File: src/rtl/updown_counter_nbit.sv
`default_nettype none
// ============================================================================
// Module   : updown_counter_nbit
// Brief    : Loadable synchronous up/down counter with terminal value MAX_VAL
//            and a registered boundary-crossing pulse. Wraps at the bounds by
//            default; define UPDOWN_COUNTER_SATURATE_EN to saturate instead.
// Revision : 1.0 - initial release
// ============================================================================
module updown_counter_nbit #(
   parameter int WIDTH   = 4,
   parameter int MAX_VAL = 2**WIDTH - 1
) (
   input  logic             clk,
   input  logic             rst,
   input  logic             en,
   input  logic             up,
   input  logic             load,
   input  logic [WIDTH-1:0] load_val,
   output logic [WIDTH-1:0] q,
   output logic             zero,
   output logic             at_max,
   output logic             bound
);

   localparam logic [WIDTH:0]   c_max_ext = (WIDTH+1)'(MAX_VAL);
   localparam logic [WIDTH-1:0] c_max     = c_max_ext[WIDTH-1:0];

   logic [WIDTH-1:0] r_q;
   logic             r_bound;

   logic [WIDTH:0]   w_inc;
   logic [WIDTH:0]   w_dec;
   logic             w_at_top;
   logic             w_at_bot;
   logic [WIDTH-1:0] w_load_clamped;
   logic [WIDTH-1:0] w_q_next;
   logic             w_bound_next;

   // One extra bit so q+1 never aliases and q-1 exposes the borrow at zero.
   assign w_inc    = {1'b0, r_q} + 1'b1;
   assign w_dec    = {1'b0, r_q} - 1'b1;
   assign w_at_top = (w_inc > c_max_ext);
   assign w_at_bot = w_dec[WIDTH];

   assign w_load_clamped = ({1'b0, load_val} > c_max_ext) ? c_max : load_val;

   always_comb begin
      w_q_next     = r_q;
      w_bound_next = 1'b0;
      if (load) begin
         w_q_next = w_load_clamped;
      end else if (en) begin
         if (up) begin
            if (w_at_top) begin
               w_bound_next = 1'b1;
`ifdef UPDOWN_COUNTER_SATURATE_EN
               w_q_next     = c_max;
`else
               w_q_next     = '0;
`endif
            end else begin
               w_q_next = w_inc[WIDTH-1:0];
            end
         end else begin
            if (w_at_bot) begin
               w_bound_next = 1'b1;
`ifdef UPDOWN_COUNTER_SATURATE_EN
               w_q_next     = '0;
`else
               w_q_next     = c_max;
`endif
            end else begin
               w_q_next = w_dec[WIDTH-1:0];
            end
         end
      end
   end

   always_ff @(posedge clk) begin
      if (rst) begin
         r_q     <= '0;
         r_bound <= 1'b0;
      end else begin
         r_q     <= w_q_next;
         r_bound <= w_bound_next;
      end
   end

   assign q      = r_q;
   assign zero   = (r_q == '0);
   assign at_max = ({1'b0, r_q} == c_max_ext);
   assign bound  = r_bound;

endmodule
`default_nettype wire
File: config.mk
export PLATFORM = sky130hd
export DESIGN_NAME = updown_counter_nbit
export DESIGN_NICKNAME = d
export VERILOG_FILES = /design/src/rtl/updown_counter_nbit.sv
export SDC_FILE = /design/constraint.sdc
export NUM_CORES = 1
export LEC_CHECK = 0
export ABC_AREA = 1
export BUFFER_PORTS_ARGS = -buffer_cell sky130_fd_sc_hd__buf_2
export CAP_MARGIN = 40
export CORE_AREA = 2 2 39 41
export DETAILED_ROUTE_END_ITERATION = 8
export DIE_AREA = 0 0 41 43
export HOLD_SLACK_MARGIN = 0.08
export PLACE_DENSITY_LB_ADDON = 0.25
export SLEW_MARGIN = 10
export SYNTH_ARGS = -nofsm -noshare
export SYNTH_HDL_FRONTEND = slang
export SYNTH_SLANG_ARGS = --single-unit
File: constraint.sdc
create_clock -name clk -period 2.03 [get_ports clk]
set_clock_uncertainty 0.1 [all_clocks]
set_input_delay 0.406 -clock clk [delete_from_list [all_inputs] [get_ports clk]]
set_output_delay 0.406 -clock clk [all_outputs]
set_load 0.005 [all_outputs]
-- Yosys cells after proc, flatten, opt, wreduce, memory -nomap -nowiden
Cells that the tools add are included.
- flip-flop bits (word level): 5
- input port bits: 9
- output and inout port bits: 7
- logic and storage cells: 18
- add/subtract/negate cells: 2
- order comparisons: 1
- equal/unequal tests: 1
- multiplexer cells: 8
- bitwise operators: 1
- reductions and logical operators: 3
- operator list (operator ; count):
    2-to-1 mux 4 bit ; 5
    adder 4 x 1 -> 5 bit, second input constant ; 1
    greater-than comparator 5 x 4 -> 1 bit, second input constant ; 1
    subtractor 4 x 1 -> 5 bit, second input constant ; 1
    == test 4 bit, second input constant ; 1
    logical NOT 4 bit ; 1
    2-to-1 mux 1 bit ; 3
    OR reduction 3 bit ; 1
    nonzero test 2 bit ; 1
    inverter 1 bit ; 1

-- Depth between registers and ports, before layout
Gate-level depths: netlist (run 1).
- depth after elaboration: 6
- depth in mapped cells: 10
- mapped depth without buffers: 10

-- Worst setup path after synthesis (run 1)
Ideal clock, no wire load.
- kind: reg2reg
- start point: register r_q[0] (netlist: q[0])
- end point: register r_q[1] (netlist: q[1])
- setup time: 114 ps
- arrival: 1357 ps
- required time: 1816 ps
- path slack: 460 ps
- stages on the path, launching flop included: 10
- period minus slack after synthesis: 1570 ps
- cells stage by stage: dfxtp_1 -> inv_1 -> ha_1 -> nand2_1 -> nor2_2 -> nand2_2 -> nand3b_1 -> nand2_1 -> nand2_1 -> a21oi_2
- longest elaborated chain between the ends: 6
- elaborated cells on any way between the ends: 8
- classes of those cells: add/sub: 2; order compare: 1; mux: 5
- RTL lines (what ; RTL line ; RTL):
    start, declared ; 28 ; logic [WIDTH-1:0] r_q;
    start signal, assigned ; 84 ; r_q <= w_q_next;
    adder 4 x 1 -> 5 bit ; 40 ; assign w_inc = {1'b0, r_q} + 1'b1;
    greater-than comparator 5 x 4 -> 1 bit ; 42 ; assign w_at_top = (w_inc > c_max_ext);
    2-to-1 mux 4 bit ; 54 ; if (w_at_top) begin
    2-to-1 mux 4 bit * ; 53 ; if (up) begin
    2-to-1 mux 4 bit * ; 52 ; end else if (en) begin
    2-to-1 mux 4 bit * ; 50 ; if (load) begin
Mark *: on every way between the ends. The rest lies on a longest branch, timed or not. The select of a mux whose other input is x is not followed.
A chain may end at the register's enable or synchronous reset.

-- Final worst setup path (run 1)
- start point: register r_q[1] (netlist: q[1])
- end point: output port at_max
- longest elaborated chain between the ends: 1
- RTL lines (what ; RTL line ; RTL):
    == test 4 bit ; 91 ; assign at_max = ({1'b0, r_q} == c_max_ext);
    end, declared ; 21 ; output logic at_max,
Every way passes these cells.

==> summary.md, run 1 <==
| Metric | Value |
|---|---|
| Peak supply drop | 0.000469 V |
| CTS buffer count | 3 |
| Footprint of the multi-input gates | 338 µm² |
| DP Wirelength | 931 µm |
| Cell count after synthesis | 79 |
| Global-route wire length before repair | 1.84 mm |
| Starting Density | 0.348 |
| Post-CTS Setup Bufs | 0 |
| DRT Wirelength | 1.17 mm |
| Post-synthesis register bit count | 5 |
| Minimum clock period | 1.85 ns |
| Grt met3 use | 0.0785 |
| Die height | 43 µm |
| Worst path buffer plus inverter count | 2 |
| Vias in the first global route | 466 |
| Worst-Margin Slew | 0.419 ns |
| Relative slew slack | 0.720 |
| Critical-path maximum fanout | 8 |
| Fraction of layout cells with a size suffix above 1 | 0.278 |
| Peak per-stage delay on the critical path | 0.48 ns |
| Hold buffers post-CTS | 0 |
| CTS H-tree depth | 1 |
| Row count | 14 |
| Busiest layer in global routing | met2 |
| Leakage power | 0.000311 µW |
| Synthesized area | 482 µm² |
| Top-Level Pins | 16 |
| Initial antenna violation count | 0 |
| N_diodes | 0 |
| RSZ-0062 raised after global routing | false |
| Area fraction of the dominant cell type after synthesis | 0.208 |
| Worst hold path class | in -> reg |
| GR Layer Usage met2 | 0.238 |
| Routability congestion estimate | 0.800 |
| CP endpoint kind | output port |
| Area Overhead vs Synth | 22.9% |
| Cell variety after synth | 20 |
| GR Overflow Total | 0 |
| Finished Cell Area | 592 µm² |
| CP Data Arrival Time | 1.35 ns |
| CTS tree | done |
| Final Hold Fails | 0 |
| Critical Path RT | 1.52 ns |
| Sequential fraction of the synthesis area | 0.208 |
| Final slew viol count | 0 |
| Fin crit share | 0.912 |
| Max Root-Sink Buffers | 2 |
| Via-per-instance ratio | 4.83 |
| DRT iter0 DRCs | 14 |
| MaxCap Viol Count | 0 |
| WS Path Type | reg -> out |
| Total power | 350 µW |
| Dpl cell area | 566 µm² |
| Fillers | 167 |
| Syn Nets | 92 |
| Sink Count | 5 |
| PortBufs | 15 |
| Run status | complete, no violations |
| Cell taking the most area after synthesis | dfxtp_1 |
| Worst skew pair latency | 0.24 ns |
| Mean Syn Cell Area | 6.10 µm² |
| DRC viols | 0 |
| Synth top area cells | dfxtp_1 (21%), nand2_1 (19%), ha_1 (10%) |
| GR Util met1 | 0.191 |
| CP Cell Sequence | ha_1 -> nand3_1 -> inv_1 -> buf_2 |
| All-Layer GR Usage | 0.154 |
| Final ANT Viol Nets | 0 |
| DRT Pass-1 Iters | 4 |
| Clk root buf | clkbuf_4 |
| # setup viols final | 0 |
| Die area | 1760 µm² |
| Largest net degree at the start of global routing | 10 |
| Setup TNS | 0 ns |
| Clock slew at reported path FFs | 0.05 ns |
| CP Launch Type | flop |
| Die Width | 41 µm |
| Synth warn | 0 |
| Final #Nets | 111 |
| Max Fclk | 540 MHz |
| Post-CTS sizing | 0 |
| Register Area | 100 µm² |
| Inst Count DP | 109 |
| Worst hold slack | 0.278 ns |
| Top delay family on crit path | flip-flops |
| Overall via count from detail_route | 546 |
| Core Footprint | 1380 µm² |
| Slowest stage cell on the critical path | dfxtp_1 |
| Pwr Density | 591 nW/µm² |
| Non-filler instance count after layout | 113 |
| Avg WL per Cell | 10.3 µm |
-- flip-flops by register name (all words and copies together), names as in the netlist --
register	cells
bound	1
q	4
-- synth_stat cells, drive strengths merged --
library cell,instances
dfxtp,5
a22oi,1
nand3b,1
nor2,12
nand3,4
ha,4
o21ai,1
a21oi,9
or2,1
nand2,27
buf,1
nand4,4
inv,8
xor2,1
-- stage by stage --
step                 util  worst slack [ns]
floorplan               -             0.460
global placement    0.409             0.346
detailed placement  0.409             0.303
CTS                 0.428             0.159
global route        0.428            0.0190
finish              0.428             0.178
-- power breakdown --
group | internal [µW] | total, µW | switching (µW)
Sequential | 106 | 124 | 17.6
Clock | 74.5 | 118 | 43.5
Combinational | 46.5 | 108 | 61.6
Total | 227 | 350 | 123
-- worst reg2reg max path: stages (launching register included) --
cell and delay (ns):
dfxtp_1 0.48, inv_1 0.16, ha_1 0.37, nand2_1 0.08, nor2_2 0.12, nand2_2 0.07, nand3_1 0.07, nand2_1 0.07
nand2_1 0.06, a21oi_1 0.05
-- cell families after synthesis --
group / synth area share
compound gates: 0.127
xor+xnor: 0.0182
fa+ha+maj: 0.104
buf+inv: 0.0909
flops: 0.208
simple gates: 0.452
-- per-layer routing --
| layer | vias up | wire [µm] |
|---|---|---|
| li1 | 292 | - |
| met1 | 239 | 508 |
| met2 | 15 | 585 |
| met3 | 0 | 73 |
| met4 | 0 | 0 |
| met5 | - | 0 |
-- layout by cell type (no fill, tap or decap) --
cell	instances
or2_2	1
inv_2	2
buf_2	15
inv_4	1
xor2_1	1
dfxtp_1	5
nor2_1	11
a21oi_1	8
a21oi_2	1
nand3b_1	1
nand4_1	4
o21ai_0	1
inv_1	5
ha_1	4
nand2_1	25
nor2_2	1
nand3_1	3
nand3_2	1
nand2_2	2
a22oi_1	1
clkbuf_4	3
clkbuf_1	1
-- area by class of cell --
type,instances,area share
multi-input cells,65,0.571
flip-flops and latches,5,0.169
repair buffers,15,0.127
inverters,8,0.0550
clock buffers,4,0.0444
well taps,16,0.0338
-- final timing paths --
kind | startpoint | to | slack (ns) | cells after the start
max | q[1]$_SDFFE_PP0P_ | at_max | 0.18 | 4
min | rst | q[1]$_SDFFE_PP0P_ | 0.28 | 2
max reg2reg | q[0]$_SDFFE_PP0P_ | q[2]$_SDFFE_PP0P_ | 0.29 | 9
min reg2reg | q[3]$_SDFFE_PP0P_ | q[3]$_SDFFE_PP0P_ | 0.48 | 2
Power figures use the tool's default switching activity.
==> run 2: changes to the inputs <==
--- a/config.mk
+++ b/config.mk
@@ -9,10 +9,12 @@
 export BUFFER_PORTS_ARGS = -buffer_cell sky130_fd_sc_hd__buf_2
 export CAP_MARGIN = 40
 export CORE_AREA = 2 2 39 41
+export CTS_CLUSTER_DIAMETER = 50
 export DETAILED_ROUTE_END_ITERATION = 8
 export DIE_AREA = 0 0 41 43
+export GPL_TIMING_DRIVEN = 0
 export HOLD_SLACK_MARGIN = 0.08
-export PLACE_DENSITY_LB_ADDON = 0.25
+export PLACE_DENSITY = 0.61
 export SLEW_MARGIN = 10
 export SYNTH_ARGS = -nofsm -noshare
 export SYNTH_HDL_FRONTEND = slang
==> run 2 against run 1 <==
Cell area is 1.9% higher. Largest cell class unchanged. Die area stayed put. Clock-buffer cell count stayed put. Utilization is 0.81 points higher. Final cell count up 0.88%. Total power up 0.87%. Hold slack better by 0.0027 ns. Non-clock buffer count rose by 1.
==> summary.md, run 2 (same netlist as run 1, synthesis figures left out) <==
| Metric | Value |
|---|---|
| Run status | complete, no violations |
| Top-Level Pins | 16 (unchanged) |
| CP Cell Sequence | inv_1 -> ha_1 -> nand2_1 -> nor2_1 -> buf_2 |
| Die area | 1760 µm² (unchanged) |
| Worst-Margin Slew | 0.397 ns (-0.0224 ns) |
| Starting Density | 0.348 (unchanged) |
| Pwr Density | 585 nW/µm² (-1.0%) |
| DRC viols | 0 (unchanged) |
| Commonest non-fill, non-tap cell in the layout | nand2_1 |
| CP endpoint kind | output port |
| Most frequent cells in the layout | nand2_1 (25), buf_2 (15), nor2_1 (11) |
| Max Root-Sink Buffers | 2 (unchanged) |
| N_diodes | 0 (unchanged) |
| Avg WL per Cell | 9.83 µm (-4.8%) |
| DRT iter0 DRCs | 11 (-3) |
| DRT Wirelength | 1.12 mm (-3.9%) |
| Final Hold Fails | 0 (unchanged) |
| Global-route wire length before repair | 1.82 mm (-0.76%) |
| Final #Nets | 112 (+0.90%) |
| CP Launch Type | flop |
| Worst skew pair latency | 0.25 ns (about the same) |
| Final ANT Viol Nets | 0 (unchanged) |
| Footprint of the multi-input gates | 338 µm² (unchanged) |
| CTS buffer count | 3 (unchanged) |
| Final slew viol count | 0 (unchanged) |
| Register Area | 100 µm² (unchanged) |
| Fillers | 160 (-4.2%) |
| Minimum clock period | 1.84 ns (-0.0120 ns) |
| Peak per-stage delay on the critical path | 0.49 ns (about the same) |
| DRT Pass-1 Iters | 4 (unchanged) |
| # setup viols final | 0 (unchanged) |
| Max Fclk | 544 MHz (+0.65%) |
| Critical-path maximum fanout | 8 (unchanged) |
| Setup TNS | 0 ns (unchanged) |
| Routability congestion estimate | 0.836 (+4.5%) |
| R2R setup slack | 0.25 ns (-0.04 ns) |
| Hold buffers post-CTS | 0 (unchanged) |
| All-Layer GR Usage | 0.158 (+0.00371) |
| MaxCap Viol Count | 0 (unchanged) |
| Peak supply drop | 0.000291 V (-38%) |
| Dpl cell area | 577 µm² (+2.0%) |
| Finished Cell Area | 603 µm² (+1.9%) |
| Die height | 43 µm (unchanged) |
| CTS tree | done |
| GR Overflow Total | 0 (unchanged) |
| CP Data Arrival Time | 1.33 ns (-0.02 ns) |
| Row count | 14 (unchanged) |
| Clk root buf | clkbuf_4 |
| Via-per-instance ratio | 4.79 (-0.88%) |
| Initial antenna violation count | 0 (unchanged) |
| Core Footprint | 1380 µm² (unchanged) |
| RSZ-0062 raised after global routing | false |
| CTS H-tree depth | 1 (unchanged) |
| Clock slew at reported path FFs | 0.04 ns (about the same) |
| Slowest stage cell on the critical path | dfxtp_1 |
| Leakage power | 0.000317 µW (+2.0%) |
| Fraction of layout cells with a size suffix above 1 | 0.286 (+0.00736) |
| Worst hold path class | in -> reg |
| DP Wirelength | 894 µm (-4.0%) |
| Post-CTS Setup Bufs | 0 (unchanged) |
| WS Path Type | reg -> out |
| Overall via count from detail_route | 546 (unchanged) |
| Largest net degree at the start of global routing | 9 (-1) |
| Critical Path RT | 1.52 ns (about the same) |
| Max reg flops | 4 (unchanged) |
| Sink Count | 5 (unchanged) |
| Relative slew slack | 0.735 (+0.0143) |
| Die Width | 41 µm (unchanged) |
| Post-CTS sizing | 0 (unchanged) |
| Vias in the first global route | 446 (-4.3%) |
| Fin crit share | 0.906 (-0.00592) |
| Area Overhead vs Synth | 25.2% |
| PortBufs | 15 (unchanged) |
-- run 2: through the flow --
| stage | power (µW) | cells | hold slack [ns] | worst slack [ns] | util |
|---|---|---|---|---|---|
| after floorplan | 200 | 79 | 0.368 | 0.460 | - |
| after global placement | 236 | 110 | 0.461 | 0.269 | 0.417 |
| after detailed placement | 237 | 110 | 0.468 | 0.251 | 0.417 |
| after CTS | 358 | 114 | 0.278 | 0.176 | 0.436 |
| after global routing | 382 | 114 | 0.287 | 0.0457 | 0.436 |
| final | 353 | 114 | 0.280 | 0.190 | 0.436 |
-- run 2: metal layers --
layer | vias to the layer above | routed length (µm) | GRT usage
li1 | 293 | - | -
met3 | 5 | 59 | 0.0628
met1 | 233 | 517 | 0.203
met4 | 0 | 26 | 0.0800
met5 | - | 0 | 0
met2 | 15 | 517 | 0.219
-- run 2: final cells by class --
class,instances,share of cell area
Timing Repair Buffer,15,0.124
Inverter,8,0.0539
Sequential cell,5,0.166
Clock buffer,4,0.0436
Tap cell,16,0.0332
Buffer,1,0.0187
Multi-Input combinational cell,65,0.560
-- run 2: path summary, 6_finish.rpt --
path                          start                end  depth (start not counted)
hold reg to reg   q[3]$_SDFFE_PP0P_  q[3]$_SDFFE_PP0P_                          2
setup / recovery  q[0]$_SDFFE_PP0P_               zero                          5
setup reg to reg  q[0]$_SDFFE_PP0P_  q[1]$_SDFFE_PP0P_                          9
hold / removal                  rst  q[1]$_SDFFE_PP0P_                          2
-- run 2: worst max-delay path: cells and delay by family, from the launching register on --
family	cells	cell delay, ns
adder cells (fa/ha/maj)	1	0.22
buffers and inverters	2	0.28
flip-flops	1	0.49
AND/OR/NAND/NOR	2	0.09
-- run 2: power by group --
group          internal (µW)  switching, µW  total [µW]
sequential               106           12.3         118
clock                   74.5           43.6         118
combinational           49.8           66.3         116
==> run 3: changes to the inputs <==
--- a/config.mk
+++ b/config.mk
@@ -5,7 +5,6 @@
 export SDC_FILE = /design/constraint.sdc
 export NUM_CORES = 1
 export LEC_CHECK = 0
-export ABC_AREA = 1
 export BUFFER_PORTS_ARGS = -buffer_cell sky130_fd_sc_hd__buf_2
 export CAP_MARGIN = 40
 export CORE_AREA = 2 2 39 41
@@ -14,7 +13,7 @@
 export DIE_AREA = 0 0 41 43
 export GPL_TIMING_DRIVEN = 0
 export HOLD_SLACK_MARGIN = 0.08
-export PLACE_DENSITY = 0.61
+export PLACE_DENSITY = 0.65
 export SLEW_MARGIN = 10
 export SYNTH_ARGS = -nofsm -noshare
 export SYNTH_HDL_FRONTEND = slang
==> run 3 against run 2 <==
Area after synthesis increased by 8.3%. Fmax decreased by 2.1%. Utilization increased by 5.2 points. Clock-buffer cell count unchanged. Critical path type is now reg -> reg.
==> summary.md, run 3 <==
| Metric | Value |
|---|---|
| RSZ-0062 raised after global routing | false |
| Worst skew pair latency | 0.24 ns (about the same) |
| CP Launch Type | flop |
| Top cells by count, synth | nand2_1 (8), a21oi_1 (6), nor2_1 (6) |
| CTS tree | done |
| CTS buffer count | 3 (unchanged) |
| Sink Count | 5 (unchanged) |
| Post-synthesis register bit count | 5 (unchanged) |
| Max reg flops | 4 (unchanged) |
| Syn Nets | 81 (-12%) |
| Final core occ | 0.488 (+0.0524) |
| Critical Path RT | 2.05 ns (+0.53 ns) |
| Worst-Margin Slew | 0.265 ns (-0.131 ns) |
| DRC viols | 0 (unchanged) |
| Cell taking the most area after synthesis | dfxtp_1 |
| Leakage power | 0.000288 µW (-9.0%) |
| Final #Nets | 101 (-9.8%) |
| Max Root-Sink Buffers | 2 (unchanged) |
| Routability congestion estimate | 0.835 (about the same) |
| CP endpoint kind | flop |
| DP Wirelength | 950 µm (+6.2%) |
| Most frequent cells in the layout | buf_2 (16), nand2_1 (8), nor2_1 (6), a21oi_1 (6), inv_1 (4) |
| CTS H-tree depth | 1 (unchanged) |
| Register Area | 105 µm² (+5.0%) |
| Largest net degree at the start of global routing | 11 (+2) |
| Die Width | 41 µm (unchanged) |
| Post-synth ARST share | 0 (unchanged) |
| Critical-path maximum fanout | 9 (+1) |
| Cell variety after synth | 35 (+75%) |
| Avg WL per Cell | 13.1 µm (+33%) |
| Minimum clock period | 1.88 ns (+0.0385 ns) |
| Commonest non-fill, non-tap cell in the layout | buf_2 |
| Clk root buf | clkbuf_4 |
| Die area | 1760 µm² (unchanged) |
| Footprint of the multi-input gates | 403 µm² (+19%) |
| CP Data Arrival Time | 1.89 ns (+0.56 ns) |
| Setup WS post-layout | 0.152 ns (-0.0385 ns) |
| Sequential fraction of the synthesis area | 0.192 (-0.0159) |
| GR Overflow Total | 0 (unchanged) |
| Setup TNS | 0 ns (unchanged) |
| CP Cell Sequence | inv_1 -> ha_4 -> nor3b_4 -> a21oi_1 -> nor4_2 -> a2111oi_2 |
| Most numerous cell in the Yosys netlist | nand2_1 |
| Synth top area cells | dfxtp_1 (19%), ha_1 (9.6%), a21oi_1 (5.8%) |
| Core Footprint | 1380 µm² (unchanged) |
| Row count | 14 (unchanged) |
| Fin crit share | 0.925 (+0.0190) |
| Area fraction of the dominant cell type after synthesis | 0.192 (-0.0159) |
| Run status | complete, no violations |
| Post-synth EDFFs | 0 (unchanged) |
| Global-route wire length before repair | 2.07 mm (+14%) |
| # setup viols final | 0 (unchanged) |
| Final ANT Viol Nets | 0 (unchanged) |
| Final slew viol count | 0 (unchanged) |
| Relative slew slack | 0.822 (+0.0874) |
| Synth warn | 0 (unchanged) |
| Initial antenna violation count | 0 (unchanged) |
| DRT Wirelength | 1.35 mm (+20%) |
| Total power | 373 µW (+5.8%) |
| Pwr Density | 552 nW/µm² (-5.5%) |
| Pre-CTS setup slack | -0.163 ns (-0.414 ns) |
| Die height | 43 µm (unchanged) |
| Fraction of layout cells with a size suffix above 1 | 0.345 (+0.0591) |
| Starting Density | 0.377 (+0.0289) |
| Overall via count from detail_route | 589 (+7.9%) |
| DRT iter0 DRCs | 20 (+9) |
| Cell count after synthesis | 68 (-14%) |
| MaxCap Viol Count | 0 (unchanged) |
| PortBufs | 14 (-1) |
| Final Hold Fails | 0 (unchanged) |
| WS Path Type | reg -> reg |
| Slowest stage cell on the critical path | dfxtp_4 |
| DRT Pass-1 Iters | 4 (unchanged) |
| Worst path buffer plus inverter count | 1 (-1) |
| Top delay family on crit path | simple AND/OR/NAND/NOR gates |
| Synthesized area | 522 µm² (+8.3%) |
| Via-per-instance ratio | 5.72 (+19%) |
| Peak per-stage delay on the critical path | 0.41 ns (-0.08 ns) |
| All-Layer GR Usage | 0.170 (+0.0119) |
| Top-Level Pins | 16 (unchanged) |
| Mean Syn Cell Area | 7.67 µm² (+26%) |
| Vias in the first global route | 509 (+14%) |
| Top FF cell, synth | dfxtp_1 |
| Worst hold path class | in -> reg |
| Dpl cell area | 612 µm² (+6.1%) |
| Clock slew at reported path FFs | 0.05 ns (about the same) |
| Max Fclk | 532 MHz (-2.1%) |
| N_diodes | 0 (unchanged) |
| Fillers | 147 (-8.1%) |
| Area Overhead vs Synth | 29.5% |
| Finished Cell Area | 676 µm² (+12%) |
| Peak supply drop | 0.000305 V (+4.8%) |
-- run 3: cell types whose count changed after synthesis, sizes merged, moves of 2 or more --
cell,before,now
o21ai,1,3
inv,8,4
a31oi,0,2
buf,1,4
nor3b,0,2
a21oi,9,6
nand2,27,8
o211ai,0,2
nand3,4,1
nor2,12,6
nand4,4,1
a211oi,0,4
-- run 3: report_power, final --
part / leakage, µW / switching, µW / internal (µW) / total [µW]
sequential: 0.0000423 / 10.7 / 106 / 117
combinational: 0.000231 / 74.4 / 63.9 / 138
clock: 0.0000150 / 43.4 / 74.5 / 118
total: 0.000288 / 129 / 245 / 373
-- run 3: path summary, 6_finish.rpt --
path | depth (start not counted) | from | slack [ns] | endpoint
worst max-delay path | 6 | q[0]$_SDFFE_PP0P_ | 0.15 | q[3]$_SDFFE_PP0P_
worst max register to register | 6 | q[0]$_SDFFE_PP0P_ | 0.15 | q[3]$_SDFFE_PP0P_
worst min register to register | 2 | q[0]$_SDFFE_PP0P_ | 0.56 | q[0]$_SDFFE_PP0P_
worst min-delay path | 2 | rst | 0.32 | bound$_SDFF_PP0_
-- run 3: timing repair --
item | 4_1_cts | 5_1_grt
endpoints found under the setup margin | 3 | 3
hold buffers | 0 | 0
pin swaps | 0 | 1
resized for setup | 2 | 4
buffers inserted | 0 | 1
-- run 3: routing by layer --
layer  global-route usage  wire length [µm]
met5                    0                 0
met4               0.0467                 0
met1                0.205               563
met3               0.0628               103
met2                0.269               681
-- run 3: kinds of logic (layout without fill, tap and decap cells) --
kind of cell    Yosys count  after routing  synth area share
simple gates             26             26             0.264
compound gates           24             24             0.345
buf+inv                   8             27            0.0839
fa+ha+maj                 5              5             0.115
flops                     5              5             0.192
-- run 3: through the flow --
stage,instances,hold WS [ns]
after floorplan,68,0.371
after global placement,98,0.572
after detailed placement,98,0.564
after CTS,102,0.316
after global routing,103,0.311
final,103,0.318
-- run 3: area by class of cell --
type | count | area share
Buffer | 4 | 0.0426
Inverter | 4 | 0.0222
Timing Repair Buffer | 15 | 0.115
Sequential cell | 5 | 0.156
Multi-Input combinational cell | 55 | 0.596
Clock buffer | 4 | 0.0389
Tap cell | 16 | 0.0296
